### src/rtl/result_uart_tx_pkg.sv
// Shared types and constants for the result UART transmitter.
package result_uart_tx_pkg;

  typedef enum logic [1:0] {
    ST_IDLE,
    ST_START,
    ST_DATA,
    ST_STOP
  } tx_state_e;

  localparam int   BITS_PER_BYTE   = 8;
  localparam int   BYTES_PER_FRAME = 2;
  localparam logic START_LEVEL     = 1'b0;
  localparam logic STOP_LEVEL      = 1'b1;

endpackage

### src/rtl/result_uart_tx_timer.sv
// Bit-period timer: strobes bit_end on the last cycle of each CLKS_PER_BIT window.
module tx_bit_timer #(
  parameter int CLKS_PER_BIT = 10416
) (
  input  logic i_clock,
  input  logic i_reset,
  input  logic restart,
  output logic bit_end
);

  localparam int CW = $clog2(CLKS_PER_BIT);

  logic [CW-1:0] cnt;

  assign bit_end = (cnt == CW'(CLKS_PER_BIT - 1));

  // Wrapping on bit_end makes every bit boundary a fresh restart.
  always_ff @(posedge i_clock) begin
    if (i_reset || restart || bit_end) cnt <= '0;
    else                               cnt <= cnt + 1'b1;
  end

endmodule

### src/rtl/result_uart_tx.sv
// Sends a signed result plus carry as two 8N1 bytes: low byte, then {carry, sign-extended high bits}.
module result_uart_tx
  import result_uart_tx_pkg::*;
#(
  parameter int SIZE_OPERANDOS = 9,
  parameter int CLKS_PER_BIT   = 10416
) (
  input  logic                      i_clock,
  input  logic                      i_reset,
  input  logic [SIZE_OPERANDOS-1:0] i_res,
  input  logic                      i_carry,
  input  logic                      i_send,
  output logic                      o_tx,
  output logic                      o_busy,
  output logic                      o_done
);

  tx_state_e state, state_nxt;
  logic       byte_idx, byte_nxt;
  logic [2:0] bit_idx, bit_nxt;
  logic       load;
  logic       tx_nxt, done_nxt;
  logic       bit_end;

  logic signed [SIZE_OPERANDOS-1:0] shadow_res;
  logic                             shadow_carry;
  logic signed [14:0]               res_ext;
  logic [7:0]                       byte0, byte1, tx_byte;

  tx_bit_timer #(.CLKS_PER_BIT(CLKS_PER_BIT)) u_timer (
    .i_clock (i_clock),
    .i_reset (i_reset),
    .restart (state == ST_IDLE),
    .bit_end (bit_end)
  );

  // byte1[6:0]:byte0 forms a 15-bit two's-complement copy of the result.
  assign res_ext = 15'(shadow_res);
  assign byte0   = res_ext[7:0];
  assign byte1   = {shadow_carry, res_ext[14:8]};
  assign tx_byte = byte_nxt ? byte1 : byte0;

  always_comb begin
    state_nxt = state;
    byte_nxt  = byte_idx;
    bit_nxt   = bit_idx;
    load      = 1'b0;
    done_nxt  = 1'b0;
    unique case (state)
      ST_IDLE: if (i_send) begin
        load      = 1'b1;
        byte_nxt  = 1'b0;
        bit_nxt   = '0;
        state_nxt = ST_START;
      end
      ST_START: if (bit_end) begin
        bit_nxt   = '0;
        state_nxt = ST_DATA;
      end
      ST_DATA: if (bit_end) begin
        if (bit_idx == 3'(BITS_PER_BYTE - 1)) state_nxt = ST_STOP;
        else                                  bit_nxt   = bit_idx + 3'd1;
      end
      ST_STOP: if (bit_end) begin
        if (byte_idx == 1'(BYTES_PER_FRAME - 1)) begin
          state_nxt = ST_IDLE;
          done_nxt  = 1'b1;
        end else begin
          byte_nxt  = byte_idx + 1'b1;
          state_nxt = ST_START;
        end
      end
      default: state_nxt = ST_IDLE;
    endcase

    // Line level is computed for the upcoming state so o_tx can be a plain flop.
    unique case (state_nxt)
      ST_START: tx_nxt = START_LEVEL;
      ST_DATA:  tx_nxt = tx_byte[bit_nxt];
      default:  tx_nxt = STOP_LEVEL;
    endcase
  end

  always_ff @(posedge i_clock) begin
    if (i_reset) begin
      state        <= ST_IDLE;
      byte_idx     <= 1'b0;
      bit_idx      <= '0;
      shadow_res   <= '0;
      shadow_carry <= 1'b0;
      o_tx         <= STOP_LEVEL;
      o_busy       <= 1'b0;
      o_done       <= 1'b0;
    end else begin
      state    <= state_nxt;
      byte_idx <= byte_nxt;
      bit_idx  <= bit_nxt;
      if (load) begin
        shadow_res   <= i_res;
        shadow_carry <= i_carry;
      end
      o_tx   <= tx_nxt;
      o_busy <= (state_nxt != ST_IDLE);
      o_done <= done_nxt;
    end
  end

endmodule

### config.mk
export PLATFORM = sky130hd
export DESIGN_NAME = result_uart_tx
export DESIGN_NICKNAME = d
export VERILOG_FILES = /design/src/rtl/result_uart_tx_pkg.sv /design/src/rtl/result_uart_tx_timer.sv /design/src/rtl/result_uart_tx.sv
export SDC_FILE = /design/constraint.sdc
export NUM_CORES = 1
export LEC_CHECK = 0
export ABC_AREA = 1
export BUFFER_PORTS_ARGS = -buffer_cell sky130_fd_sc_hd__buf_4
export CORE_ASPECT_RATIO = 2
export CORE_MARGIN = 5
export CORE_UTILIZATION = 55
export DETAILED_ROUTE_END_ITERATION = 7
export GPL_TIMING_DRIVEN = 0
export PLACE_DENSITY_LB_ADDON = 0.2
export SYNTH_ARGS = -nofsm -noshare
export SYNTH_HDL_FRONTEND = slang
export SYNTH_SLANG_ARGS = --single-unit
### constraint.sdc
create_clock -name i_clock -period 2.8 [get_ports i_clock]
set_input_delay 0.56 -clock i_clock [delete_from_list [all_inputs] [get_ports i_clock]]
set_output_delay 0.56 -clock i_clock [all_outputs]
set_load 0.005 [all_outputs]
Yosys cells after proc, flatten, opt, wreduce, memory -nomap -nowiden --
Cells that the tools add are included.
Operators by class: $add $sub $neg 3, equality and inequality tests 7, bitwise gates (word level) 2, multipliers 0, mux-type cells 23, divide/modulo/power cells 0, $lt $le $gt $ge 1, reduce and logical (&&, ||, !) cells 5, shift-type cells 0
Operators with widths (number):
- $add A14 B1 Y14 const B | 1
- $eq A14 B14 Y1 const B | 1
- $mux W3 | 4
- $mux W2 | 5
- $pmux W3 S3 | 1
- $mux W1 | 8
- $mux W8 | 1
- $pmux W2 S4 | 1
- $eq A2 B2 Y1 const B | 3
- $eq A2 B1 Y1 const B | 2
- $lt A3 B4 Y1 const B | 1
- $pmux W1 S2 | 2
- $add A3 B1 Y3 const B | 1
- $bmux W1 S3 | 1
- $eq A3 B3 Y1 const B | 1
- $reduce_or A3 Y1 | 1
- $logic_not A2 Y1 | 1
- $logic_or A1 B1 Y1 | 2
- $not A1 Y1 | 2
- $reduce_bool A2 Y1 | 1
- $add A1 B1 Y1 const B | 1
Word-level totals: word-level logic and storage cells 50, memory bits (read-only) 0, bits in latches 0, flip-flop bits (word level) 33, output and inout bits 3, bits in writable memories 0, memories 0, input bits 13

Longest topological paths before layout --
depth after elaboration 8, depth in mapped cells 17

Modules after synthesis --
From an unflattened synthesis, not the netlist that was laid out.
Second synthesis, totals: cells, all modules 280, area, all modules 1823.0 um^2
By module, submodules not included:
- result_uart_tx | area each 1056.0 um^2, cells each 161, instances 1
- tx_bit_timer | area each 767.0 um^2, cells each 119, instances 1

Least setup slack after synthesis --
Ideal clock, no wire load.
path type register -> register, start reg state[0], end reg o_tx, stages on the path, launching flop included 15, setup time 127 ps, clock period less this slack 1905 ps, arrival time 1778 ps, required time 2673 ps, setup slack 895 ps, cell sequence dfxtp_1 -> inv_1 -> ha_1 -> o31ai_4 -> nand2_4 -> nand2_4 -> o21ai_0 -> nand2_1 -> nand2_1 -> nand2_1 -> nand2_1 -> nand2_1 -> nand2_1 -> nand2_1 -> nand3_2
On the way: word-level cells in the longest chain between the ends 6, elaborated cells between the ends (all ways) 18
RTL lines:
- from (decl) | line result_uart_tx.sv:18 | tx_state_e state, state_nxt;
- from (signal assigned) | line result_uart_tx.sv:95 | state <= state_nxt;
- $eq A2 B2 Y1 or $logic_not A2 Y1 (tied branches) | line result_uart_tx.sv:49 | unique case (state)
- $pmux W1 S2 | line result_uart_tx.sv:49
- $mux W8 | line result_uart_tx.sv:41 | assign tx_byte = byte_nxt ? byte1 : byte0;
- $bmux W1 S3 | line result_uart_tx.sv:79 | ST_DATA: tx_nxt = tx_byte[bit_nxt];
- $mux W1 (implied by the code) | line result_uart_tx.sv:79
- $pmux W1 S2 * | line result_uart_tx.sv:77 | unique case (state_nxt)
- to (signal assigned) | line result_uart_tx.sv:102 | o_tx <= tx_nxt;
- to (decl) | line result_uart_tx.sv:13 | output logic o_tx,
Mark *: on every way between the ends. The rest lies on a longest branch, timed or not. The select of a mux whose other input is x is not followed. A chain may end at the register's enable or synchronous reset.

Final worst setup path --
Same ends and word-level chain as after synthesis.

==> results.sh <==
export IMPL_min_period_over_period_pct=78.92
export IMPL_vias=1643
export IMPL_setup_worst_path_end_class="register"
export IMPL_synth_mux_area_fraction_pct=0
export IMPL_crit_path_frequent_cell="sky130_fd_sc_hd__nand2_1"
export IMPL_postSynth_asyncResetShare_pct=0
export IMPL_dp_hpwl_mm=3.051
export IMPL_r2r_start="state[0]"
export IMPL_grt_remaining_overflow=0
export IMPL_drt_pass1_iter_count=5
export IMPL_worst_path_max_delay_cell="sky130_fd_sc_hd__dfxtp_1"
export IMPL_crit_path_start_kind="register"
export IMPL_capture_endpoint_of_the_worst_hold_path="u_timer.cnt[0]"
export IMPL_basic_gate_share_of_the_synthesized_area_counting_and_or_nand_and_nor_cells_pct=35.29
export IMPL_insertion_delay_to_the_later_sink_of_the_worst_skew_pair_ns=0.28
export IMPL_synth_top_cell_by_area="sky130_fd_sc_hd__dfxtp_1"
export IMPL_path_class="reg2reg"
export IMPL_yosys_warnings=0
export IMPL_synthDominantCellAreaShare_pct=36.46
export IMPL_insertedDiodeCount=0
export IMPL_synth_area_top_cells="sky130_fd_sc_hd__dfxtp_1, sky130_fd_sc_hd__nand2_1, sky130_fd_sc_hd__nor2_1"
export IMPL_synthMostInstantiatedCell="sky130_fd_sc_hd__nand2_1"
export IMPL_route_detailed_wl_per_inst_um=12.00
export IMPL_finalMaxSlewViolations=0
export IMPL_synth_xor_area_share_pct=1.934
export IMPL_synthesis_instances=255
export IMPL_max_cap_violations=0
export IMPL_clock_tree_root_cell="sky130_fd_sc_hd__clkbuf_8"
export IMPL_post_route_cells_drive_above_1_share_pct=18.05
export IMPL_reg2reg_slack_ns=0.59
export IMPL_synth_avg_cell_area_um2=7.105
export IMPL_synth_top_family_by_area="simple AND/OR/NAND/NOR gates"
export IMPL_fin_total_pwr_mw=0.9616
export IMPL_synth_ff_latch_count=33
export IMPL_detail_route_drc_violations=0
export IMPL_postLayoutCellArea_um2=2038
export IMPL_placementRows=29
export IMPL_synth_cell_types=32
export IMPL_synth_to_layout_area_growth_pct=12.50
export IMPL_timing_critical_path_arrival_ns=2.44
export IMPL_first_pass_grt_wire_length_mm=6.644
export IMPL_wirelength_mm=3.696
export IMPL_fp_dieH_um=91.17
export IMPL_met2_wirelength_mm=2.217
export IMPL_clk_path_buf_depth=2
export IMPL_timing_hold_worst_path_depth=1
export IMPL_cts_repair_timing_setup_buffer_count=0
export IMPL_cts_resized=0
export IMPL_met3_wirelength_um=122
export IMPL_tritoncts_num_sinks=33
export IMPL_detailedPlace_worstSlack_ns=0.6047
export IMPL_grtUsageTotal_pct=18.01
export IMPL_cts_hold_buffers_added=0
export IMPL_detailedRoute_firstIterationViolations=28
export IMPL_finish_net_count=296
export IMPL_mappedNetlistArea_um2=1812
export IMPL_achievable_clock_frequency_mhz=452.5
export IMPL_ys_dominant_reg_cell="sky130_fd_sc_hd__dfxtp_1"
export IMPL_synth_compound_area_share_pct=13.05
export IMPL_timing_worst_slew_pin_value_ns=0.5123
export IMPL_finalWeightedCongestion=0.8746
export IMPL_floorplan_die_area_um2=4612
export IMPL_pwr_density_cell_nw_per_um2=471.8
export IMPL_edff_count_synth=0
export IMPL_crit_path_max_fanout=7
export IMPL_die_width_um=50.59
export IMPL_cts_tree="yes"
export IMPL_cts_htree_levels=2
export IMPL_via_count_of_the_first_global_routing_pass=1635
export IMPL_hp_class="reg2reg"
export IMPL_fin_tns_setup_ns=0
export IMPL_crit_reg2reg_capture="o_tx"
export IMPL_number_of_antenna_violations_at_the_first_check_in_global_routing=0
export IMPL_dpl_instance_area_um2=1956
export IMPL_fin_ws_ns=0.5903
export IMPL_top_signal_layer_used="met4"
export IMPL_critical_path_max_stage_delay_ns=0.40
export IMPL_core_um2=3193
export IMPL_finalWorstPathRequiredPeriod_ns=2.210
export IMPL_report_final_setup_viol=0
export IMPL_vdd_drop_max_mv=0.3657
export IMPL_start_util_pct=56.74
export IMPL_synth_adder_area_share_pct=4.834
export IMPL_num_io_pins=16
export IMPL_cellLeakagePower_nw=0.9414
export IMPL_worstHoldStart="u_timer.cnt[0]"
export IMPL_grt_start_max_net_pins=11
export IMPL_numCtsBuffers=5
export IMPL_startpoint="state[0]"
export IMPL_synth_seq_area_share_pct=36.46
export IMPL_drt_met1_wl_mm=1.213
export IMPL_reg2reg_depth=15
export IMPL_max_slew_margin_pct=65.85
export IMPL_rsz_0062_raised_after_global_routing="no"
export IMPL_outcome="complete, no violations"
export IMPL_synth_top_cells_by_count="sky130_fd_sc_hd__nand2_1, sky130_fd_sc_hd__nor2_1, sky130_fd_sc_hd__dfxtp_1"
export IMPL_worst_ep_required_time_ns=3.03
export IMPL_viasPerCell=5.334
export IMPL_ant_nets=0
export IMPL_placement_io_buffers=14
export IMPL_finClkSkew_ns=0.005945
export IMPL_postSynthNetCount=275
export IMPL_critical_path_cell_chain="inv_1 -> ha_1 -> inv_1 -> nor2_1 -> o31ai_4 -> nand2_4 -> o21ai_0 -> nand2_1 -> nand2_1 -> nand2_1 -> nand2_1 -> nand2_1 -> nand2_1 -> nand2_1 -> nand3_2"
export IMPL_final_hold_viol_count=0
export IMPL_clk_pin_slew_worst_paths_ns=0.07
==> through the flow <==
stage | std cells | hold slack (ns) | util [%]
floorplan | 255 | 0.4175 | -
global placement | 300 | 0.4276 | 61.25
detailed placement | 300 | 0.4346 | 61.25
CTS | 308 | 0.4492 | 63.83
global route | 308 | 0.4734 | 63.83
finish | 308 | 0.4478 | 63.83
==> critical path: cells and delay by family (launching register included) <==
family / cells / cell delay [ns]
AND/OR/NAND/NOR: 10 / 0.71
AO/OA/AOI/OAI: 2 / 0.59
flip-flops: 1 / 0.40
adder cells (fa/ha/maj): 1 / 0.25
buffers and inverters: 2 / 0.18
==> cells by family after synthesis <==
family,count (synthesis)
DFF,33
buffers and inverters,40
AOI/OAI and AO/OA,38
xor gates and xnor gates,4
and+or+nand+nor,133
adders and majority gates,7
==> cell usage in the layout, fill, tap and decap left out <==
| cell | count |
|---|---|
| sky130_fd_sc_hd__o21ai_1 | 2 |
| sky130_fd_sc_hd__nor4_1 | 2 |
| sky130_fd_sc_hd__inv_2 | 3 |
| sky130_fd_sc_hd__xnor2_1 | 1 |
| sky130_fd_sc_hd__buf_2 | 1 |
| sky130_fd_sc_hd__nor2_1 | 40 |
| sky130_fd_sc_hd__a21oi_1 | 11 |
| sky130_fd_sc_hd__xor2_1 | 3 |
| sky130_fd_sc_hd__o21bai_2 | 1 |
| sky130_fd_sc_hd__nor2_4 | 1 |
| sky130_fd_sc_hd__o21ai_0 | 17 |
| sky130_fd_sc_hd__inv_1 | 32 |
| sky130_fd_sc_hd__nor3b_1 | 1 |
| sky130_fd_sc_hd__clkbuf_8 | 5 |
| sky130_fd_sc_hd__o311ai_1 | 1 |
| sky130_fd_sc_hd__a31oi_1 | 1 |
| sky130_fd_sc_hd__dfxtp_1 | 33 |
| sky130_fd_sc_hd__nand2_2 | 9 |
| sky130_fd_sc_hd__nand3_2 | 2 |
| sky130_fd_sc_hd__buf_4 | 14 |
| sky130_fd_sc_hd__nand4_4 | 2 |
| sky130_fd_sc_hd__o211ai_2 | 1 |
| sky130_fd_sc_hd__a41o_2 | 1 |
| sky130_fd_sc_hd__o31ai_4 | 1 |
| sky130_fd_sc_hd__o22ai_1 | 1 |
| sky130_fd_sc_hd__nand3_1 | 14 |
| sky130_fd_sc_hd__nor3_1 | 5 |
| sky130_fd_sc_hd__nand2_4 | 3 |
| sky130_fd_sc_hd__ha_1 | 7 |
| sky130_fd_sc_hd__nand2_1 | 51 |
| sky130_fd_sc_hd__clkinv_2 | 3 |
| sky130_fd_sc_hd__nor2_2 | 3 |
| sky130_fd_sc_hd__a221oi_1 | 1 |
| sky130_fd_sc_hd__clkbuf_1 | 4 |
==> layer usage <==
layer  up-vias  track usage (%)
li1        857                -
met1       738            15.67
met2        31            34.13
met3        17            4.754
met4         0            10.23
met5         -                0
==> final cells by class <==
cell class / count / area [um2]
timing repair buffer: 14 / 105.1
tap: 31 / 38.79
clock inverter: 2 / 10.01
inverter: 36 / 136.4
multi-input combinational: 182 / 998.5
clock buffer: 6 / 72.57
fill: 309 / 1155
sequential: 33 / 660.6
buffer: 4 / 16.27
==> worst max path at each step <==
stage	endpoint	slack (ns)
2_1_floorplan	o_tx	0.89
3_3_place_gp	o_tx	0.63
3_5_place_dp	o_tx	0.60
4_1_cts	o_tx	0.58
5_1_grt	o_tx	0.36
6_report	o_tx	0.59
==> sequential cells by signal, indices dropped and copies added, names as in the netlist <==
signal and cells:
state 2, byte_idx 1, bit_idx 3, u_timer.cnt 14, o_tx 1, shadow_res 9, shadow_carry 1, o_done 1
o_busy 1
==> power breakdown <==
part	switching [mW]	internal [mW]	total [mW]
Combinational	0.0709	0.0489	0.120
Clock	0.169	0.172	0.341
Sequential	0.0106	0.490	0.501
Note: power is estimated with default switching activity, not from simulation.
